<file path="config.mk">
export PLATFORM = sky130hd
export DESIGN_NAME = alu_issue_station_flat
export DESIGN_NICKNAME = d
export VERILOG_FILES = /design/src/rtl/alu_rs_pkg.sv /design/src/rtl/alu_issue_station_if.sv /design/src/rtl/alu_rs_picker.sv /design/src/rtl/alu_issue_station.sv /design/src/flat_wrapper.sv
export SDC_FILE = /design/constraint.sdc
export NUM_CORES = 1
export LEC_CHECK = 0
export ABC_AREA = 1
export CAP_MARGIN = 30
export CELL_PAD_IN_SITES_DETAIL_PLACEMENT = 1
export CELL_PAD_IN_SITES_GLOBAL_PLACEMENT = 2
export CORE_MARGIN = 5
export CORE_UTILIZATION = 36
export CTS_CLUSTER_SIZE = 24
export DETAILED_ROUTE_END_ITERATION = 7
export PLACE_DENSITY_LB_ADDON = 0.1
export SKIP_LAST_GASP = 1
export SLEW_MARGIN = 20
export SYNTH_ARGS = -nofsm -noshare
export SYNTH_HDL_FRONTEND = slang
export SYNTH_HIERARCHICAL = 1
export SYNTH_SLANG_ARGS = --single-unit
</file>
<file path="constraint.sdc">
create_clock -name clk -period 4.5 [get_ports clk]
set_input_delay 0.9 -clock clk [delete_from_list [all_inputs] [get_ports clk]]
set_output_delay 0.9 -clock clk [all_outputs]
set_load 0.01 [all_outputs]
</file>
<file path="src/rtl/alu_rs_pkg.sv">
// Shared widths, opcode encoding and entry layout for the ALU issue station.
package alu_rs_pkg;

    localparam int DEPTH  = 4;
    localparam int DATA_W = 3;
    localparam int TAG_W  = 2;
    localparam int OP_W   = 3;
    localparam int CNT_W  = $clog2(DEPTH + 1);
    localparam int IDX_W  = $clog2(DEPTH);

    typedef enum logic [OP_W-1:0] {
        OP_ADD = 3'd0,
        OP_SUB = 3'd1,
        OP_AND = 3'd2,
        OP_OR  = 3'd3,
        OP_XOR = 3'd4
    } alu_op_e;

    typedef struct packed {
        logic [DATA_W-1:0] val;
        logic [TAG_W-1:0]  tag;
        logic              rdy;
    } rs_opnd_t;

    // Opcode kept as raw bits so unlisted encodings pass through untouched.
    typedef struct packed {
        logic             valid;
        logic [OP_W-1:0]  opcode;
        logic [TAG_W-1:0] rob_idx;
        rs_opnd_t         op1;
        rs_opnd_t         op2;
    } rs_entry_t;

    // A waiting operand whose producer tag is on the CDB picks up the value.
    function automatic rs_opnd_t snoop(input rs_opnd_t o, input logic cdb_v,
                                       input logic [TAG_W-1:0] cdb_t,
                                       input logic [DATA_W-1:0] cdb_v_data);
        rs_opnd_t r;
        r = o;
        if (cdb_v && !o.rdy && (o.tag == cdb_t)) begin
            r.val = cdb_v_data;
            r.rdy = 1'b1;
        end
        return r;
    endfunction

endpackage

</file>
<file path="src/rtl/alu_issue_station_if.sv">
// Dispatch, CDB snoop and ALU launch signals of the ALU issue station.
interface alu_issue_station_if;
    import alu_rs_pkg::*;

    logic              disp_valid;
    logic              disp_ready;
    logic [OP_W-1:0]   disp_opcode;
    logic [DATA_W-1:0] disp_val1;
    logic [DATA_W-1:0] disp_val2;
    logic [TAG_W-1:0]  disp_tag1;
    logic [TAG_W-1:0]  disp_tag2;
    logic              disp_rdy1;
    logic              disp_rdy2;
    logic [TAG_W-1:0]  disp_rob_idx;
    logic              cdb_valid;
    logic [TAG_W-1:0]  cdb_tag;
    logic [DATA_W-1:0] cdb_value;
    logic              flush;
    logic              alu_busy;
    logic              alu_start;
    logic [OP_W-1:0]   alu_opcode;
    logic [DATA_W-1:0] alu_val1;
    logic [DATA_W-1:0] alu_val2;
    logic [TAG_W-1:0]  alu_rob_idx;
    logic [CNT_W-1:0]  count;

    // Dispatch/ALU side driving the station.
    modport master (
        output disp_valid, disp_opcode, disp_val1, disp_val2, disp_tag1, disp_tag2,
               disp_rdy1, disp_rdy2, disp_rob_idx, cdb_valid, cdb_tag, cdb_value,
               flush, alu_busy,
        input  disp_ready, alu_start, alu_opcode, alu_val1, alu_val2, alu_rob_idx, count
    );

    // The station itself.
    modport slave (
        input  disp_valid, disp_opcode, disp_val1, disp_val2, disp_tag1, disp_tag2,
               disp_rdy1, disp_rdy2, disp_rob_idx, cdb_valid, cdb_tag, cdb_value,
               flush, alu_busy,
        output disp_ready, alu_start, alu_opcode, alu_val1, alu_val2, alu_rob_idx, count
    );

endinterface

</file>
<file path="src/rtl/alu_rs_picker.sv">
// Oldest-ready selector: lowest set index of the ready vector.
module alu_rs_picker
    import alu_rs_pkg::*;
(
    input  logic [DEPTH-1:0] ready_i,
    output logic [IDX_W-1:0] idx_o,
    output logic             found_o
);

    // Scan from youngest to oldest so the oldest ready entry wins.
    always_comb begin
        idx_o   = '0;
        found_o = 1'b0;
        for (int i = DEPTH - 1; i >= 0; i--) begin
            if (ready_i[i]) begin
                idx_o   = IDX_W'(i);
                found_o = 1'b1;
            end
        end
    end

endmodule

</file>
<file path="src/rtl/alu_issue_station.sv">
// ALU reservation station: collapsing queue of dispatched micro-ops with CDB
// wake-up and oldest-ready launch into the single ALU.
module alu_issue_station
    import alu_rs_pkg::*;
(
    input  logic                clk,
    input  logic                rst_n,
    alu_issue_station_if.slave  rs
);

    rs_entry_t         entries_q [DEPTH];
    rs_entry_t         entries_d [DEPTH];
    rs_entry_t         woken     [DEPTH+1];
    rs_entry_t         new_entry;
    rs_entry_t         pick_entry;
    logic [CNT_W-1:0]  count_q, count_d;
    logic [CNT_W-1:0]  wr_slot;
    logic              alu_start_q, alu_start_d;
    logic [OP_W-1:0]   alu_opcode_q, alu_opcode_d;
    logic [DATA_W-1:0] alu_val1_q, alu_val1_d;
    logic [DATA_W-1:0] alu_val2_q, alu_val2_d;
    logic [TAG_W-1:0]  alu_rob_idx_q, alu_rob_idx_d;
    logic [DEPTH-1:0]  rdy_vec;
    logic [IDX_W-1:0]  pick_idx;
    logic              pick_found;
    logic              disp_ready;
    logic              accept;
    logic              launch;

    // Registered readiness only: an operand woken this edge selects next cycle.
    always_comb begin
        for (int i = 0; i < DEPTH; i++) begin
            rdy_vec[i] = entries_q[i].valid & entries_q[i].op1.rdy & entries_q[i].op2.rdy;
        end
    end

    alu_rs_picker u_picker (
        .ready_i (rdy_vec),
        .idx_o   (pick_idx),
        .found_o (pick_found)
    );

    assign pick_entry = entries_q[pick_idx];
    assign disp_ready = (count_q < CNT_W'(DEPTH));
    assign accept     = rs.disp_valid && disp_ready && !rs.flush;
    // The !alu_start term covers the cycle before the ALU raises busy.
    assign launch     = !rs.alu_busy && !alu_start_q && pick_found && !rs.flush;
    assign wr_slot    = count_q - CNT_W'(launch);

    // Apply CDB wake-up to every stored entry; slot DEPTH is the empty fill-in.
    always_comb begin
        for (int i = 0; i < DEPTH; i++) begin
            woken[i] = entries_q[i];
            if (entries_q[i].valid) begin
                woken[i].op1 = snoop(entries_q[i].op1, rs.cdb_valid, rs.cdb_tag, rs.cdb_value);
                woken[i].op2 = snoop(entries_q[i].op2, rs.cdb_valid, rs.cdb_tag, rs.cdb_value);
            end
        end
        woken[DEPTH] = '0;
    end

    // Incoming entry, with same-cycle CDB bypass on waiting operands.
    always_comb begin
        new_entry         = '0;
        new_entry.valid   = 1'b1;
        new_entry.opcode  = rs.disp_opcode;
        new_entry.rob_idx = rs.disp_rob_idx;
        new_entry.op1     = snoop('{val: rs.disp_val1, tag: rs.disp_tag1, rdy: rs.disp_rdy1},
                                  rs.cdb_valid, rs.cdb_tag, rs.cdb_value);
        new_entry.op2     = snoop('{val: rs.disp_val2, tag: rs.disp_tag2, rdy: rs.disp_rdy2},
                                  rs.cdb_valid, rs.cdb_tag, rs.cdb_value);
    end

    // Collapse over the launched slot, then drop the new entry after the survivors.
    always_comb begin
        for (int i = 0; i < DEPTH; i++) begin
            if (launch && (CNT_W'(i) >= CNT_W'(pick_idx))) begin
                entries_d[i] = woken[i+1];
            end else begin
                entries_d[i] = woken[i];
            end
            if (accept && (CNT_W'(i) == wr_slot)) begin
                entries_d[i] = new_entry;
            end
            if (rs.flush) begin
                entries_d[i] = '0;
            end
        end
        if (rs.flush) begin
            count_d = '0;
        end else begin
            count_d = count_q - CNT_W'(launch) + CNT_W'(accept);
        end
    end

    // Launch payload is held between launches; the start pulse lasts one cycle.
    always_comb begin
        alu_start_d   = launch;
        alu_opcode_d  = alu_opcode_q;
        alu_val1_d    = alu_val1_q;
        alu_val2_d    = alu_val2_q;
        alu_rob_idx_d = alu_rob_idx_q;
        if (launch) begin
            alu_opcode_d  = pick_entry.opcode;
            alu_val1_d    = pick_entry.op1.val;
            alu_val2_d    = pick_entry.op2.val;
            alu_rob_idx_d = pick_entry.rob_idx;
        end
    end

    // State registers.
    always_ff @(posedge clk or negedge rst_n) begin
        if (!rst_n) begin
            for (int i = 0; i < DEPTH; i++) begin
                entries_q[i] <= '0;
            end
            count_q       <= '0;
            alu_start_q   <= 1'b0;
            alu_opcode_q  <= '0;
            alu_val1_q    <= '0;
            alu_val2_q    <= '0;
            alu_rob_idx_q <= '0;
        end else begin
            for (int i = 0; i < DEPTH; i++) begin
                entries_q[i] <= entries_d[i];
            end
            count_q       <= count_d;
            alu_start_q   <= alu_start_d;
            alu_opcode_q  <= alu_opcode_d;
            alu_val1_q    <= alu_val1_d;
            alu_val2_q    <= alu_val2_d;
            alu_rob_idx_q <= alu_rob_idx_d;
        end
    end

    assign rs.disp_ready  = disp_ready;
    assign rs.count       = count_q;
    assign rs.alu_start   = alu_start_q;
    assign rs.alu_opcode  = alu_opcode_q;
    assign rs.alu_val1    = alu_val1_q;
    assign rs.alu_val2    = alu_val2_q;
    assign rs.alu_rob_idx = alu_rob_idx_q;

endmodule

</file>
<file path="src/flat_wrapper.sv">
// flat-port wrapper written by rule: the top's interface ports become plain ports
module alu_issue_station_flat import alu_rs_pkg::*;
  (clk, rst_n, rs_disp_valid, rs_disp_opcode, rs_disp_val1, rs_disp_val2, rs_disp_tag1, rs_disp_tag2, rs_disp_rdy1, rs_disp_rdy2, rs_disp_rob_idx, rs_cdb_valid, rs_cdb_tag, rs_cdb_value, rs_flush, rs_alu_busy, rs_disp_ready, rs_alu_start, rs_alu_opcode, rs_alu_val1, rs_alu_val2, rs_alu_rob_idx, rs_count);
  alu_issue_station_if rs_i ();
  input  logic clk;
  input  logic rst_n;
  input wire logic [$bits(rs_i.disp_valid)-1:0] rs_disp_valid;
  input wire logic [$bits(rs_i.disp_opcode)-1:0] rs_disp_opcode;
  input wire logic [$bits(rs_i.disp_val1)-1:0] rs_disp_val1;
  input wire logic [$bits(rs_i.disp_val2)-1:0] rs_disp_val2;
  input wire logic [$bits(rs_i.disp_tag1)-1:0] rs_disp_tag1;
  input wire logic [$bits(rs_i.disp_tag2)-1:0] rs_disp_tag2;
  input wire logic [$bits(rs_i.disp_rdy1)-1:0] rs_disp_rdy1;
  input wire logic [$bits(rs_i.disp_rdy2)-1:0] rs_disp_rdy2;
  input wire logic [$bits(rs_i.disp_rob_idx)-1:0] rs_disp_rob_idx;
  input wire logic [$bits(rs_i.cdb_valid)-1:0] rs_cdb_valid;
  input wire logic [$bits(rs_i.cdb_tag)-1:0] rs_cdb_tag;
  input wire logic [$bits(rs_i.cdb_value)-1:0] rs_cdb_value;
  input wire logic [$bits(rs_i.flush)-1:0] rs_flush;
  input wire logic [$bits(rs_i.alu_busy)-1:0] rs_alu_busy;
  output wire logic [$bits(rs_i.disp_ready)-1:0] rs_disp_ready;
  output wire logic [$bits(rs_i.alu_start)-1:0] rs_alu_start;
  output wire logic [$bits(rs_i.alu_opcode)-1:0] rs_alu_opcode;
  output wire logic [$bits(rs_i.alu_val1)-1:0] rs_alu_val1;
  output wire logic [$bits(rs_i.alu_val2)-1:0] rs_alu_val2;
  output wire logic [$bits(rs_i.alu_rob_idx)-1:0] rs_alu_rob_idx;
  output wire logic [$bits(rs_i.count)-1:0] rs_count;
  assign rs_i.disp_valid = rs_disp_valid;
  assign rs_i.disp_opcode = rs_disp_opcode;
  assign rs_i.disp_val1 = rs_disp_val1;
  assign rs_i.disp_val2 = rs_disp_val2;
  assign rs_i.disp_tag1 = rs_disp_tag1;
  assign rs_i.disp_tag2 = rs_disp_tag2;
  assign rs_i.disp_rdy1 = rs_disp_rdy1;
  assign rs_i.disp_rdy2 = rs_disp_rdy2;
  assign rs_i.disp_rob_idx = rs_disp_rob_idx;
  assign rs_i.cdb_valid = rs_cdb_valid;
  assign rs_i.cdb_tag = rs_cdb_tag;
  assign rs_i.cdb_value = rs_cdb_value;
  assign rs_i.flush = rs_flush;
  assign rs_i.alu_busy = rs_alu_busy;
  assign rs_disp_ready = rs_i.disp_ready;
  assign rs_alu_start = rs_i.alu_start;
  assign rs_alu_opcode = rs_i.alu_opcode;
  assign rs_alu_val1 = rs_i.alu_val1;
  assign rs_alu_val2 = rs_i.alu_val2;
  assign rs_alu_rob_idx = rs_i.alu_rob_idx;
  assign rs_count = rs_i.count;
  alu_issue_station u_core (.clk(clk), .rst_n(rst_n), .rs(rs_i));
endmodule
</file>
---- Word-level counts from Yosys, hierarchy flattened ----
Cells that the tools add are included.
storage, ports and cells
  bits in registers ....................... 87
  latch bits .............................. 0
  bits in writable memories ............... 0
  memory bits (read-only) ................. 0
  output and inout port bits .............. 16
  word-level logic and storage cells ...... 174
  memories ................................ 0
cells by class
  $add $sub $neg .......................... 2
  multipliers ............................. 0
  div/mod/pow operators ................... 0
  $lt $le $gt $ge ......................... 5
  equality and inequality tests ........... 13
  shifts and indexed selects .............. 0
  mux-type cells .......................... 48
  bitwise gates (word level) .............. 9
  reductions and logical operators ........ 55
operators by type and width
  cell                number
  $mux 18             12
  $mux 12             4
  $bmux 18 s2         1
  $mux 17             2
  $mux 3              11
  $logic_and 1x1->1   32
  $eq 2x2->1          10
  $mux 1              14
  $logic_not 1->1     13
  $reduce_bool 3->1   4
  $reduce_bool 4->1   3
  $and 1x1->1         8
  $mux 2              4
  $eq 2x3->1 const A  2
  $ge 1x2->1 const A  2
  $reduce_and 2->1    2
  $add 3x1->3         1
  $eq 1x3->1 const A  1
  $ge 3x3->1 const B  1
  $logic_not 3->1     1
  $lt 3x3->1 const B  1
  $not 2->3           1
  $sub 3x1->3         1
  $ge 2x2->1 const A  1

---- Longest topological paths before layout ----
  depth after elaboration ................. 13
  mapped depth ............................ 18
  depth with buffers taken out ............ 16

---- Cells and area by module ----
Netlist, hierarchy kept.
by module, submodules not included
  module             times used  cells an instance  area an instance (sq um)
  alu_issue_station  1           762                5,356.4
  alu_rs_picker      1           8                  36.3

---- Worst setup path after synthesis ----
OpenSTA, ideal clock, no wires.
  path kind ............................... input to register
  start ................................... in rs_alu_busy
  end ..................................... reg u_core/entries_q[49] (netlist name)
  arrival ................................. 2.853 ns
  required time ........................... 4.377 ns
  setup slack ............................. 1.524 ns
  stages on the path ...................... 13
  buffers on the path ..................... 3
  cell sequence ........................... nor2_1 -> nand2_1 -> nor2_2 -> buf_1 -> ha_1 -> ha_1 -> xor2_1 -> nor3_4 -> inv_2 -> buf_6 -> buf_6 -> o21ai_1 -> o21ai_1
between the ends
  cells in the longest elaborated chain, start to end .. 9
  elaborated cells on any way between the ends .. 11
RTL lines
  item                                RTL line                  text
  start, declared                     flat_wrapper.sv:20        input wire logic [$bits(rs_i.alu_busy)-1:0] rs_alu_busy;
  $logic_not 1->1 (*)                 alu_issue_station.sv:47   assign launch = !rs.alu_busy && !alu_start_q && pick_found && !rs.flush;
  $logic_and 1x1->1 (*) (3 in a row)  alu_issue_station.sv:47
  via u_core.alu_start_d              alu_issue_station.sv:18   logic alu_start_q, alu_start_d;
  $sub 3x1->3                         alu_issue_station.sv:48   assign wr_slot = count_q - CNT_W'(launch);
  $eq 1x3->1                          alu_issue_station.sv:82   if (accept && (CNT_W'(i) == wr_slot)) begin
  $logic_and 1x1->1                   alu_issue_station.sv:82
  $mux 18                             alu_issue_station.sv:82
  $mux 18                             alu_issue_station.sv:85   if (rs.flush) begin
  end signal, assigned by index       alu_issue_station.sv:125  entries_q[i] <= entries_d[i];
  end, declared                       alu_issue_station.sv:11   rs_entry_t entries_q [DEPTH];
Mark *: on every way through the listed nets, which the timed path passes. The rest lies on a longest branch.
A chain may end at the register's enable or synchronous reset.

==> flow_metrics.tcl <==
set metrics [dict create \
    status "complete, no violations" \
    clkTransAtPathRegs_ns 0.07 \
    cts_setup_buffers 0 \
    fin_hold_ws_ns 0.439 \
    cp_num_buf_inv 2 \
    mostFrequentLayoutCell "nand2_1" \
    cp_common_cell "ha_1" \
    first_pass_iters 5 \
    fin_util 0.429 \
    synth_compound_area_frac 0.156 \
    finalNetCount 835 \
    synth.avg_cell_area_um2 7.00 \
    routabilityCongestion 0.942 \
    ctsHoldBuffers 0 \
    synthFlopType "dfrtp_1" \
    maxSlewViolCount 0 \
    synth_top_area_frac 0.404 \
    ant_nets 0 \
    drt-initial-drc-count 305 \
    ys_types 33 \
    power_density_nw_per_um2 327 \
    start_kind "input pin" \
    rsz0062_at_grt "false" \
    cp-end-kind "register" \
    grt_max_degree 66 \
    port_buffers 43 \
    netlist_area_um2 5390 \
    first_global_vias 5717 \
    num_vias 5393 \
    p_leak_uw 0.00306 \
    hold_path.class "input pin to async pin" \
    overflow 0 \
    regArea_um2 2180 \
    path_class "input pin to register" \
    synth_top_family_by_area "simple AND/OR/NAND/NOR gates" \
    synthMuxAreaShare 0.00557 \
    crit_chain "clkdlybuf4s50_1 -> nor2_2 -> ha_1 -> ha_1 -> nand2_1 -> nor3_4 -> inv_2 -> o21ai_0 -> a21oi_1" \
    period_minus_slack_ns 3.53 \
    cts_resized 0 \
    antenna_found_initial 0 \
    drcViolationCount 0 \
    synthesis.nets 801 \
    cp.arrival_ns 3.74 \
    clock_sinks 87 \
    rows 44 \
    hold_viol_final 0 \
    core_area_um2 14600 \
    synth-simple-area-share 0.298 \
    die_area_um2 17500 \
    cts_buffer_depth 2 \
    wire_per_inst_um 20.4 \
    die_w_um 132 \
    grt-busiest-layer "met2" \
    critical_path.max_stage_delay_ns 0.75 \
    ys_seq_area_frac 0.404 \
    gr-usage-met1 0.304 \
    ys_warn_count 6 \
    worstMarginPinSlew_ns 0.839 \
    cap_violations 0 \
    cpLargestDelayFamily "buffers and inverters" \
    grt_usage 0.232 \
    yosys.area.top_type "dfrtp_1" \
    synth-xor-area-share 0.0165 \
    cts_tree "yes" \
    ios 44 \
    fp.dieH_um 132 \
    met2_usage 0.387 \
    multi_input_area_um2 2600 \
    synth_area_leaders "dfrtp_1 (40%), nand2_1 (14%), nand3_1 (9.5%)" \
    dp_hpwl_um 14900 \
    start_util 0.370 \
    drive_gt1_frac 0.0556 \
    layout_common_cells "nand2_1 (207), inv_1 (110), nand3_1 (102)" \
    area_growth_pct 16.0 \
    cts_root_buffer "clkbuf_16" \
    fill_cells 1858 \
    skew_ns 0.00952 \
    gr-usage-met3 0.0313 \
    syn_inst 770 \
    viasPerCell 5.43 \
    fmax_ghz 0.283 \
    async_flop_share 1.00 \
    clk_latency_ns 0.35 \
    cts-buffers-inserted 9 \
    critPathMaxFanout 29 \
    relSlewSlack 0.437 \
    cts_htree_levels 3 \
    grt_pass1_wl_um 31900 \
    required_ns 4.71 \
    drt_wl_total_um 20200 \
    setup_viol 0 \
    synth_edf_count 0 \
    antenna-diode-count 0 \
    fin_tns_setup_ns 0 \
    ys_ff_latch 87 \
    finalCritPeriodShare 0.784 \
    synth_fa_ha_area_frac 0.00696 \
    cp_slowest_cell "clkdlybuf4s50_1" \
    vdd_ir_drop_max_mv 0.160 \
]
## state kept, by name, summed over array words and instances, names as in the netlist
register	flops
u_core/entries_q	72
u_core/rs.alu_opcode	3
u_core/rs.alu_val1	3
u_core/rs.alu_val2	3
u_core/rs.count	3
u_core/rs.alu_rob_idx	2
u_core/rs.alu_start	1
## final timing paths
| path | from | to | slack (ns) | depth (start not counted) |
|---|---|---|---|---|
| min reg2reg | u_core/rs.alu_val2[2] | u_core/rs.alu_val2[2] | 0.48 | 2 |
| min | rst_n | u_core/rs.alu_opcode[2] | 0.44 | 1 |
| max | rs_flush | u_core/entries_q[42] | 0.97 | 9 |
| min in group clk | u_core/rs.alu_val2[2] | u_core/rs.alu_val2[2] | 0.48 | 2 |
| max in group asynchronous | rst_n | u_core/entries_q[54] | 3.38 | 2 |
| max reg2reg | u_core/entries_q[17] | u_core/entries_q[42] | 1.21 | 13 |
## cell usage after synthesis, types with 3 or more instances
cell        n
clkbuf_1    7
nand2_1   207
buf_4       5
buf_2       8
nor3_1      4
inv_2       6
nand4_1     3
o21ai_1    14
inv_1     110
a21oi_1    41
nand3_2     3
o21ai_0    81
o221ai_1    6
buf_6       4
buf_1       5
o21a_1      4
mux2i_1     3
o22ai_1    11
nand3_4     3
dfrtp_1    87
ha_1        3
xnor2_1     6
nand3_1   102
nor2_1     38
## where the power goes
part           internal, µW  switching (µW)
Combinational           167             253
Sequential              858            41.7
Clock                   404             321
Total                  1430             616
## final cells by class
type,count,share of cell area
inverters,118,0.0710
repair buffers,52,0.0824
clock buffers,11,0.0404
clock inverters,5,0.00520
well taps,184,0.0368
multi-input cells,536,0.416
flip-flops and latches,87,0.348
## per-layer routing
metal,vias up,part of all wire,routed length [µm]
met5,-,0,0
met4,0,0.029,588
met3,34,0.033,674
met2,117,0.48,9780
met1,2669,0.45,9170
li1,2573,-,-
## through the flow
stage	setup WS, ns	std cells	cell area, µm²	total power (µW)
after floorplan	1.52	770	5390	1140
after global placement	0.736	976	5940	1320
after detailed placement	0.633	976	5940	1340
after CTS	0.994	992	6230	2070
after global routing	0.803	993	6260	2160
final	0.971	993	6260	2050
## worst reg2reg max path: cells and delay by family (launching register included)
kind	cells	cell delay [ns]
adder cells (fa/ha/maj)	2	0.45
AO/OA/AOI/OAI	2	0.38
AND/OR/NAND/NOR	6	1.31
flip-flops	1	0.40
XOR/XNOR	1	0.14
buffers and inverters	2	0.49
## cell families (layout without fill, tap and decap cells)
logic type,count (synthesis),count (layout)
compound gates,158,158
xor+xnor,8,8
fa+ha+maj,3,3
buf+inv,147,186
flops,87,87
mux,3,3
simple gates,364,364
(Power assumes the default switching activity.)
